===== src/rtl/segment_scan_decoder.sv =====
// Decoder for a scanned two-digit seven-segment display.
// It watches the anode and cathode lines that drive a multiplexed display
// and recovers the hex digit shown on each position. A pattern counts as
// shown once it has held steady for SETTLE_CYCLES synchronized cycles.
module segment_scan_decoder #(
    parameter int SETTLE_CYCLES = 4
) (
    input  logic       clock,
    input  logic       reset,
    input  logic       a0,
    input  logic       a1,
    input  logic [6:0] cathode,
    output logic [3:0] digit0,
    output logic [3:0] digit1,
    output logic       valid0,
    output logic       valid1,
    output logic       frame_done,
    output logic       code_error,
    output logic       overlap_error
);

    localparam logic [7:0] SETTLE_LIM = 8'(SETTLE_CYCLES);

    typedef enum logic [1:0] {
        IDLE    = 2'd0,
        SETTLE  = 2'd1,
        CAPTURE = 2'd2,
        HOLD    = 2'd3
    } state_t;

    // Returns {hit, blank, hex} for an active-high abcdefg pattern.
    function automatic logic [5:0] decode_glyph(input logic [6:0] seg);
        logic [5:0] res;
        case (seg)
            7'h7E:   res = {2'b10, 4'h0};
            7'h30:   res = {2'b10, 4'h1};
            7'h6D:   res = {2'b10, 4'h2};
            7'h79:   res = {2'b10, 4'h3};
            7'h33:   res = {2'b10, 4'h4};
            7'h5B:   res = {2'b10, 4'h5};
            7'h5F:   res = {2'b10, 4'h6};
            7'h70:   res = {2'b10, 4'h7};
            7'h7F:   res = {2'b10, 4'h8};
            7'h7B:   res = {2'b10, 4'h9};
            7'h77:   res = {2'b10, 4'hA};
            7'h1F:   res = {2'b10, 4'hB};
            7'h4E:   res = {2'b10, 4'hC};
            7'h3D:   res = {2'b10, 4'hD};
            7'h4F:   res = {2'b10, 4'hE};
            7'h47:   res = {2'b10, 4'hF};
            7'h00:   res = {2'b01, 4'h0};
            default: res = {2'b00, 4'h0};
        endcase
        decode_glyph = res;
    endfunction

    // {a1, a0, cathode}; idle level of every line is 1
    logic [8:0] sync1_q, sync2_q;
    state_t     state_q;
    logic [7:0] cnt_q;
    logic [7:0] cnt_d;
    logic       snap_idx_q;
    logic [6:0] snap_cath_q;
    logic [3:0] digit0_q, digit1_q;
    logic       valid0_q, valid1_q;
    logic       cap0_q, cap1_q;
    logic       cap0_d, cap1_d;
    logic       frame_done_q, code_error_q, overlap_error_q;

    logic       a0_s, a1_s;
    logic [6:0] cath_s;
    logic       one_low, both_low, idx_s, changed, do_load;
    logic [5:0] dec_res;
    logic       dec_hit, dec_blank;
    logic [3:0] dec_val;

    assign a1_s   = sync2_q[8];
    assign a0_s   = sync2_q[7];
    assign cath_s = sync2_q[6:0];

    assign one_low  = a0_s ^ a1_s;
    assign both_low = ~a0_s & ~a1_s;
    // a0 high while exactly one anode is low means digit 1 is selected
    assign idx_s    = a0_s;
    assign changed  = (idx_s != snap_idx_q) || (cath_s != snap_cath_q);
    assign do_load  = one_low && ((state_q == IDLE) ||
                                  ((state_q != CAPTURE) && changed));
    assign cnt_d    = cnt_q + 8'd1;

    assign dec_res   = decode_glyph(~snap_cath_q);
    assign dec_hit   = dec_res[5];
    assign dec_blank = dec_res[4];
    assign dec_val   = dec_res[3:0];

    // Blank and illegal glyphs still mark their digit as captured
    assign cap0_d = cap0_q | ~snap_idx_q;
    assign cap1_d = cap1_q |  snap_idx_q;

    // Two-flop synchronizer on every display pin
    always_ff @(posedge clock or posedge reset) begin
        if (reset) begin
            sync1_q <= '1;
            sync2_q <= '1;
        end else begin
            sync1_q <= {a1, a0, cathode};
            sync2_q <= sync1_q;
        end
    end

    // Scan FSM with registered digit, valid, frame and error outputs
    always_ff @(posedge clock or posedge reset) begin
        if (reset) begin
            state_q         <= IDLE;
            cnt_q           <= 8'd0;
            snap_idx_q      <= 1'b0;
            snap_cath_q     <= '1;
            digit0_q        <= 4'h0;
            digit1_q        <= 4'h0;
            valid0_q        <= 1'b0;
            valid1_q        <= 1'b0;
            cap0_q          <= 1'b0;
            cap1_q          <= 1'b0;
            frame_done_q    <= 1'b0;
            code_error_q    <= 1'b0;
            overlap_error_q <= 1'b0;
        end else begin
            frame_done_q <= 1'b0;
            if (both_low) begin
                // Ghosted scan: drop any half-settled snapshot
                overlap_error_q <= 1'b1;
                state_q         <= IDLE;
                cnt_q           <= 8'd0;
                snap_cath_q     <= '1;
            end else if (!one_low && (state_q != CAPTURE)) begin
                state_q <= IDLE;
                cnt_q   <= 8'd0;
            end else if (do_load) begin
                snap_idx_q  <= idx_s;
                snap_cath_q <= cath_s;
                cnt_q       <= 8'd1;
                state_q     <= (SETTLE_LIM == 8'd1) ? CAPTURE : SETTLE;
            end else begin
                case (state_q)
                    SETTLE: begin
                        cnt_q <= cnt_d;
                        if (cnt_d == SETTLE_LIM) begin
                            state_q <= CAPTURE;
                        end
                    end
                    CAPTURE: begin
                        if (snap_idx_q == 1'b0) begin
                            if (dec_hit) begin
                                digit0_q <= dec_val;
                            end
                            valid0_q <= dec_hit;
                        end else begin
                            if (dec_hit) begin
                                digit1_q <= dec_val;
                            end
                            valid1_q <= dec_hit;
                        end
                        if (!dec_hit && !dec_blank) begin
                            code_error_q <= 1'b1;
                        end
                        if (cap0_d && cap1_d) begin
                            frame_done_q <= 1'b1;
                            cap0_q       <= 1'b0;
                            cap1_q       <= 1'b0;
                        end else begin
                            cap0_q <= cap0_d;
                            cap1_q <= cap1_d;
                        end
                        cnt_q   <= 8'd0;
                        state_q <= HOLD;
                    end
                    default: begin
                        state_q <= state_q;
                    end
                endcase
            end
        end
    end

    assign digit0        = digit0_q;
    assign digit1        = digit1_q;
    assign valid0        = valid0_q;
    assign valid1        = valid1_q;
    assign frame_done    = frame_done_q;
    assign code_error    = code_error_q;
    assign overlap_error = overlap_error_q;

endmodule


===== config.mk =====
export PLATFORM = sky130hd
export DESIGN_NAME = segment_scan_decoder
export DESIGN_NICKNAME = d
export VERILOG_FILES = /design/src/rtl/segment_scan_decoder.sv
export SDC_FILE = /design/constraint.sdc
export NUM_CORES = 1
export LEC_CHECK = 0
export CAP_MARGIN = 10
export CORE_UTILIZATION = 51
export DETAILED_ROUTE_END_ITERATION = 16
export MAX_ROUTING_LAYER = met4
export PLACE_DENSITY = 0.72
export SLEW_MARGIN = 0
export SYNTH_ARGS = -nofsm -noshare
export SYNTH_HDL_FRONTEND = slang
export SYNTH_SLANG_ARGS = --single-unit

===== constraint.sdc =====
create_clock -name clock -period 2 [get_ports clock]
set_input_delay 0.2 -clock clock [delete_from_list [all_inputs] [get_ports clock]]
set_output_delay 0.2 -clock clock [all_outputs]
set_load 0.1 [all_outputs]

; ---- After elaboration in Yosys (flattened, before gate mapping)
; Cells that the tools add are included.
[totals]
regBits = 51
input_bits = 11
elab_cells = 94
[classes]
n_addsub = 1
eq_ne = 24
n_mux = 20
n_bitwise = 11
reduce_logical = 23
[ops]
columns = op, n
row1 = $pmux 6 s17, 1
row2 = $eq 7x7->1 const B, 12
row3 = $mux 8, 3
row4 = $eq 7x6->1 const B, 3
row5 = $mux 7, 3
row6 = $pmux 8 s2, 1
row7 = $reduce_and 5->1, 3
row8 = $reduce_and 6->1, 2
row9 = $add 8x1->8 const B, 1
row10 = $eq 8x3->1 const B, 1
row11 = $mux 2, 4
row12 = $eq 7x5->1 const B, 1
row13 = $logic_not 7->1, 1
row14 = $mux 1, 7
row15 = $ne 7x7->1, 1
row16 = $not 7->7, 1
row17 = $not 1->1, 6
row18 = $logic_and 1x1->1, 5
row19 = $ne 5x5->1 const B, 1
row20 = $reduce_bool 5->1, 1
row21 = $ne 2x2->1 const B, 2
row22 = $pmux 2 s2, 1
row23 = $reduce_and 2->1, 2
row24 = $reduce_and 4->1, 1
row25 = 11 further kinds, 15

; ---- Longest topological paths before layout
; Gate-level depths: netlist (run 1).
[depth]
ltp_word = 8
ltp_mapped = 7

; ---- Worst setup path after synthesis (run 1)
; No wires, ideal clock.
[synth_path]
path_kind = register to register
start = register sync2_q[7]
end = register digit0_q[0], in the netlist digit0[0]
t_arrival_ns = 2.084
path_slack_ns = -0.210
path_stages_with_launch = 8
path_cell_list = dfstp_2 > inv_1 > ha_1 > clkbuf_1 > or2_2 > clkbuf_1 > a311oi_4 > mux2_2
[synth_lines]
columns = element, line
row1 = "start, declared", 58  ; logic [8:0] sync1_q, sync2_q;
row2 = "start signal, assigned", 106  ; sync2_q <= sync1_q;
row3 = $not 1->1, 82  ; assign both_low = ~a0_s & ~a1_s;
row4 = $and 1x1->1, 82
row5 = net both_low, 72  ; logic one_low, both_low, idx_s, changed, do_load;
row6 = $not 1->1 (no source line), -
row7 = $reduce_and 6->1 (no source line), -
row8 = "end signal, assigned", 153  ; digit0_q <= dec_val;
row9 = "end, declared", 64  ; logic [3:0] digit0_q, digit1_q;
; The timed path passes the listed nets, and every way through them passes these cells.
; A chain may end at the register's enable or synchronous reset.

; ---- Final worst setup path (run 1)
[layout_path]
start = register snap_cath_q[1]
end = register digit0_q[3], in the netlist digit0[3]
[layout_between]
elab_chain_len = 7
[layout_lines]
columns = element, line
row1 = "start, declared", 63  ; logic [6:0] snap_cath_q;
row2 = "start signal, assigned", 139  ; snap_cath_q <= cath_s;
row3 = branches (longest 7 deep; another with $pmux 6 s17), -
; Parallel ways; which one is timed is not known.

==> results of run 1 <==
[path summary, 6_finish.rpt]
path | startpoint | endpoint | slack, ns | depth (start not counted)
min | reset | overlap_error | 0.26 | 2
min in group clock | a1 | sync1_q[8] | 0.29 | 1
max reg2reg | snap_cath_q[1] | digit0[3] | -0.08 | 7
max in group asynchronous | reset | digit0[0] | 1.22 | 3
max | snap_cath_q[1] | digit0[3] | -0.08 | 7
min reg2reg | sync1_q[4] | sync2_q[4] | 0.36 | 0
[final cells by class]
class | instances | area (um^2)
clock inverter | 3 | 18.8
sequential | 51 | 1310
clock buffer | 5 | 68.8
fill | 308 | 1170
multi-input combinational | 153 | 1220
inverter | 5 | 18.8
timing repair buffer | 76 | 628
tap | 52 | 65.1
[logic make-up (layout without fill, tap and decap cells)]
group | after synthesis | in the layout
fa+ha+maj | 3 | 3
simple gates | 84 | 84
mux | 19 | 19
compound gates | 28 | 28
xor+xnor | 19 | 19
flops | 51 | 51
buf+inv | 18 | 89
[layer usage]
| layer | GRT usage [%] | vias to the layer above | wire (um) |
|---|---|---|---|
| met2 | 34.0 | 40 | 2500 |
| met3 | 3.94 | 10 | 164 |
| met5 | - | - | 0 |
| met1 | 29.6 | 917 | 2480 |
| li1 | - | 906 | - |
| met4 | 6.10 | 0 | 102 |
[power by group through the flow]
stage | Combinational, mW | Clock, mW | Sequential, mW
after floorplan | 0.256 | 0 | 1.15
after global placement | 0.375 | 0 | 1.18
after detailed placement | 0.377 | 0 | 1.18
after CTS | 0.438 | 0.605 | 1.16
after global routing | 0.537 | 0.640 | 1.17
final | 0.501 | 0.592 | 1.16
[Yosys cell counts (3+ instances only)]
library cell | instances | area, um^2
nor2_1 | 33 | 124
nand3b_1 | 3 | 22.5
clkbuf_1 | 3 | 11.3
nand3_1 | 3 | 15.0
nand4b_1 | 3 | 26.3
xor2_1 | 6 | 52.6
mux2i_1 | 10 | 100
nand4_1 | 5 | 31.3
xnor2_1 | 13 | 114
nor3_1 | 4 | 20.0
inv_1 | 5 | 18.8
nand2_1 | 14 | 52.6
ha_1 | 3 | 37.5
buf_2 | 7 | 35.0
dfrtp_1 | 26 | 651
dfstp_2 | 25 | 657
a21oi_1 | 3 | 15.0
o21ai_0 | 7 | 35.0
nand2b_1 | 4 | 25.0
mux2_2 | 9 | 101
[flip-flops by register name (all words and copies together) (netlist names), 2 cells and up]
register	cells
cnt_q	8
digit0	4
digit1	4
snap_cath_q	7
state_q	2
sync1_q	9
sync2_q	9
[metrics by stage]
| step | area [um^2] | power, mW | setup TNS (ns) | instances |
|---|---|---|---|---|
| floorplan | 2510 | 1.40 | -0.333 | 222 |
| global placement | 2950 | 1.55 | -1.02 | 318 |
| detailed placement | 2950 | 1.56 | -0.874 | 318 |
| CTS | 3220 | 2.20 | -0.157 | 338 |
| global route | 3330 | 2.35 | -1.14 | 345 |
| finish | 3330 | 2.26 | -0.510 | 345 |
[repair_timing]
item | CTS | global route
setup buffers | 12 | 7
endpoints found under the hold margin | 0 | 0
pin swaps | 4 | 4
endpoints found under the setup margin | 9 | 22
gates resized for setup | 19 | 12
==> flow_summary_export.csv, run 1 <==
group,metric,value,unit
place,portBuffers,23,
synth,synth-simple-area-share,17.6,%
sta,tightest_slew,0.571,ns
grt,grt_overflow,0,
sta,setup_slack,-0.0754,ns
place,dp_hpwl,3420,um
clock_tree,hold_buffers,0,
worst_setup_path,critPathMaxStageDelay,0.58,ns
worst_setup_path,crit_type,"flop to flop",
synth,synth-compound-area-share,9.35,%
synth,synthArstFlopShare,100,%
grt,antenna_found_initial,0,
synth,synthCells,222,
floorplanning,coreArea,4500,um^2
sta,setup_viol,8,
cells_and_area,fin_nets,306,
synth,avgSynthCellArea,11.1,um^2
synth,synth_ff_type,"dfrtp_1",
floorplanning,start_util,54.6,%
drt,vias_per_cell,5.43,
clock_tree,path_clk_slew,0.10,ns
pwr,powerDensity,677,nW/um^2
worst_setup_path,arrival,2.28,ns
worst_setup_path,path_buf_inv,2,
clock_tree,cts_sinks,51,
cells_and_area,layout_commonest_cell,"buf_4",
pwr,switching_power,642,uW
synth,synth_top_family_by_area,"simple AND/OR/NAND/NOR gates",
grt,grt_usage,21.8,%
clock_tree,cts_max_level,2,
place,dp_slack,-0.137,ns
worst_setup_path,cp-start-kind,"flop",
worst_setup_path,critPathCaptureType,"flop",
synth,synth_fa_ha_area_share,1.53,%
cells_and_area,utilization,73.9,%
drt,via_count,1873,
floorplanning,io_pins,24,
clock_tree,numCtsBuffers,5,
pwr,p_leak,1.50,nW
drt,drt_wl_total,5240,um
pwr,vdd_ir_drop_max,498,uV
floorplanning,rows,24,
clock_tree,clk_latency,0.31,ns
floorplanning,die-area,5110,um^2
grt,grt_pass1_vias,1773,
drt,first_iter_violations,77,
sta,skew,0.00794,ns
sta,hold_viol_final,0,
cells_and_area,antenna-diode-count,0,
sta,slew_violations,0,
sta,min_period,2.08,ns
clock_tree,cts_tree,"built",
pwr,p_clk_share,26.3,%
hold_path,hold_class,"primary input to asynchronous set/reset pin",
cells_and_area,area_growth_syn_to_layout,35.3,%
pwr,pwr-share-comb,22.2,%
synth,syn_area,2460,um^2
run_status,outcome,"finished, violations left",
worst_setup_path,crit_path_max_fanout,5,
floorplanning,die_height,71.5,um
grt,grt_max_degree,30,
clock_tree,cts-root-buf,"clkbuf_8",
drt,drc,0,
synth,ys_ff_latch,51,
worst_setup_path,path_cells,"buf_6 > nand4_1 > nor3_4 > a211oi_4 > a311oi_4 > buf_4 > mux2_4",
drt,wl_per_cell,15.2,um
synth,muxShareOfSynthArea,8.19,%
synth,yosys.cell_types.count,44,
worst_setup_path,cpMaxStageDelayCell,"dfstp_2",
synth,ys_seq_area_share,53.1,%
grt,grt_pass1_wl,8390,um
floorplanning,die_w,71.5,um
pwr,p_sw_share,28.5,%
job,maxCapViolCount,0,
worst_setup_path,path_delay_family,"flip-flops",
synth,synth_edf_count,0,
synth,yosysWarnings,0,
synth,syn-num-nets,236,
sta,holdWs,0.261,ns
pwr,p_seq_share,51.5,%
cells_and_area,mostFrequentLayoutCells,"buf_4 (58), nor2_1 (32), dfrtp_1 (26), dfstp_2 (25), nand2_1 (14)",
sta,period_share,104,%
clock_tree,cts_buffer_depth,2,
sta,rsz0062_at_grt,"true",
place,gp_congestion,0.919,
drt,dr.pass1.iters,4,
synth,synth_xor_area_share,6.76,%
sta,max_freq,482,MHz
run_status,violations,"negative setup slack",
pwr,internal_power,1.61,mW
sta,max_slew_margin,61.9,%
cells_and_area,layout-drive-gt1-share,44.4,%
drt,ant_nets,0,
worst_setup_path,cp.required,2.20,ns
(Power assumes the default switching activity.)
==> run 2: changes to the inputs <==
- ABC_AREA: unset -> 1
==> flow_summary_export.csv, run 2 <==
group,metric,value,unit
synth,synth_top_area_share,25.4,%
drt,dr_wl_met2,2060,um
floorplanning,coreArea,4820,um^2
job,maxCapViolCount,0,
synth,synth.most_common_cell,"nand2_1",
synth,syn-num-nets,322,
pwr,p_leak,1.53,nW
floorplanning,rows,25,
pwr,vdd_ir_drop_max,593,uV
clock_tree,cts_sinks,51,
floorplanning,die_height,73.2,um
worst_setup_path,crit_type,"flop to flop",
floorplanning,start_util,53.7,%
clock_tree,cts_max_level,2,
grt,grt_overflow,0,
cells_and_area,layout_commonest_cell,"nand2_1",
cells_and_area,mostFrequentLayoutCells,"nand2_1 (90), nor2_1 (39), nand3_1 (29), dfrtp_1 (26), dfstp_2 (25)",
worst_setup_path,r2r.worst_path.cells,11,
cells_and_area,antenna-diode-count,0,
synth,yosysWarnings,0,
cells_and_area,area_growth_syn_to_layout,15.3,%
drt,top_layer_used,"met4",
synth,avgSynthCellArea,8.40,um^2
clock_tree,cts_buffer_depth,2,
drt,dr.pass1.iters,4,
grt,grt_max_degree,52,
clock_tree,clk_latency,0.31,ns
pwr,powerDensity,758,nW/um^2
grt,grt_pass1_vias,1804,
grt,antenna_found_initial,0,
cells_and_area,n_fill_cell,441,
drt,vias_per_cell,5.03,
floorplanning,die-area,5360,um^2
worst_setup_path,critPathCaptureType,"flop",
synth,synth_area_leader_cell,"dfstp_2",
synth,synth_common_cells,"nand2_1 (90), nor2_1 (39), nand3_1 (29)",
drt,drc,0,
worst_setup_path,crit_path_max_fanout,14,
synth,yosys.cell_types.count,31,
sta,slew_violations,0,
cells_and_area,layout-drive-gt1-share,25.7,%
drt,first_iter_violations,89,
worst_setup_path,cp-start-kind,"flop",
sta,timing.setup.tns,0,ns
place,gp_congestion,0.965,
place,portBuffers,23,
clock_tree,cts_tree,"built",
synth,synthArstFlopShare,100,%
drt,drt_wl_total,4650,um
synth,synth_ff_type,"dfrtp_1",
drt,met3_length,229,um
sta,min_period,1.80,ns
sta,period_share,90.1,%
drt,wl_per_cell,11.5,um
clock_tree,cts-root-buf,"clkbuf_8",
sta,skew,0.00973,ns
hold_path,hold_class,"primary input to asynchronous set/reset pin",
sta,rsz0062_at_grt,"false",
worst_setup_path,arrival,2.01,ns
floorplanning,die_w,73.2,um
cells_and_area,utilization,62.0,%
worst_setup_path,cp.required,2.20,ns
sta,max_freq,555,MHz
synth,synth_edf_count,0,
synth,ys_ff_latch,51,
clock_tree,path_clk_slew,0.09,ns
sta,setup_slack,0.197,ns
place,dp_hpwl,3470,um
synth,synthCells,308,
sta,setup_viol,0,
sta,max_slew_margin,68.5,%
synth,synthTopCellsByArea,"dfstp_2 (25%), dfrtp_1 (25%), nand2_1 (13%)",
run_status,outcome,"completed",
sta,tightest_slew,0.471,ns
cells_and_area,reg_top3,"sync1_q: 9 flops, sync2_q: 9 flops, cnt_q: 8 flops",
place,dp_slack,0.210,ns
grt,grt_usage,20.4,%
grt,grt_pass1_wl,7960,um
synth,syn_area,2590,um^2
cells_and_area,fin_nets,351,
drt,met1_length,2290,um
sta,hold_viol_final,0,
drt,ant_nets,0,
floorplanning,io_pins,24,
drt,via_count,2037,
clock_tree,numCtsBuffers,5,
synth,ys_seq_area_share,50.5,%
## run 2: cell count changes after synthesis, sizes merged, moves of 3 or more
cell	previous run	this run
a21oi	5	0
buf	10	3
inv	5	30
mux2	9	0
mux2i	10	0
nand2	14	96
nand2b	4	0
nand3	3	34
nand4b	3	0
nor2	33	45
o21ai	8	20
xnor2	13	0
## run 2: final cells by class
type / count / area (um^2) / area share, %
Timing Repair Buffer: 26 / 233 / 7.80
Clock inverter: 2 / 36.3 / 1.22
Inverter: 30 / 113 / 3.77
Multi-Input combinational cell: 223 / 1140 / 38.2
Tap cell: 67 / 83.8 / 2.81
Clock buffer: 6 / 72.6 / 2.43
Sequential cell: 51 / 1310 / 43.8
## run 2: worst paths after layout
path,from,end,slack [ns]
min,reset,cnt_q[1],0.25
max,snap_cath_q[4],cnt_q[0],0.20
min in group clock,cathode[5],sync1_q[5],0.29
max in group asynchronous,reset,snap_cath_q[2],1.48
min reg2reg,sync1_q[0],sync2_q[0],0.36
max reg2reg,snap_cath_q[4],cnt_q[0],0.20
## run 2: layer usage
metal	global-route usage (%)	vias up
li1	-	1052
met5	-	-
met2	30.0	47
met1	27.5	930
met3	4.97	8
met4	7.41	0
## run 2: power by group
| part | total, mW | switching, mW | internal (mW) |
|---|---|---|---|
| Combinational | 0.381 | 0.260 | 0.122 |
| Clock | 0.701 | 0.327 | 0.374 |
| Sequential | 1.18 | 0.0612 | 1.12 |
## run 2: repair_timing
item / in CTS / in global routing
setup buffers: 0 / 0
setup endpoints to repair: 0 / 2
resized for setup: 0 / 1
hold buffers: 0 / 0
## run 2: critical path, stage by stage (launching register included)
cell	delay, ns
dfstp_2	0.61
inv_2	0.07
nand2_1	0.06
nand2_1	0.06
nor2_1	0.09
nand2_1	0.09
nor2_4	0.13
nand3_2	0.10
inv_2	0.21
nand2_2	0.14
nand2_1	0.10
nand2_1	0.05
## run 2: logic make-up after synthesis
kind of cell,after synthesis,share of synthesized area [%]
buffers and inverters,34,5.65
AOI/OAI and AO/OA,23,6.14
DFF,51,50.5
adders and majority gates,3,1.45
xor gates and xnor gates,5,1.69
and+or+nand+nor,192,34.6
## run 2: stage by stage
step,instance area (um^2),power (mW),hold WS [ns],std cells
after floorplan,2590,1.48,0.204,308
after global placement,2870,1.57,0.345,397
after detailed placement,2870,1.58,0.347,397
after CTS,2980,2.28,0.260,405
after global routing,2990,2.38,0.283,405
final,2990,2.26,0.253,405
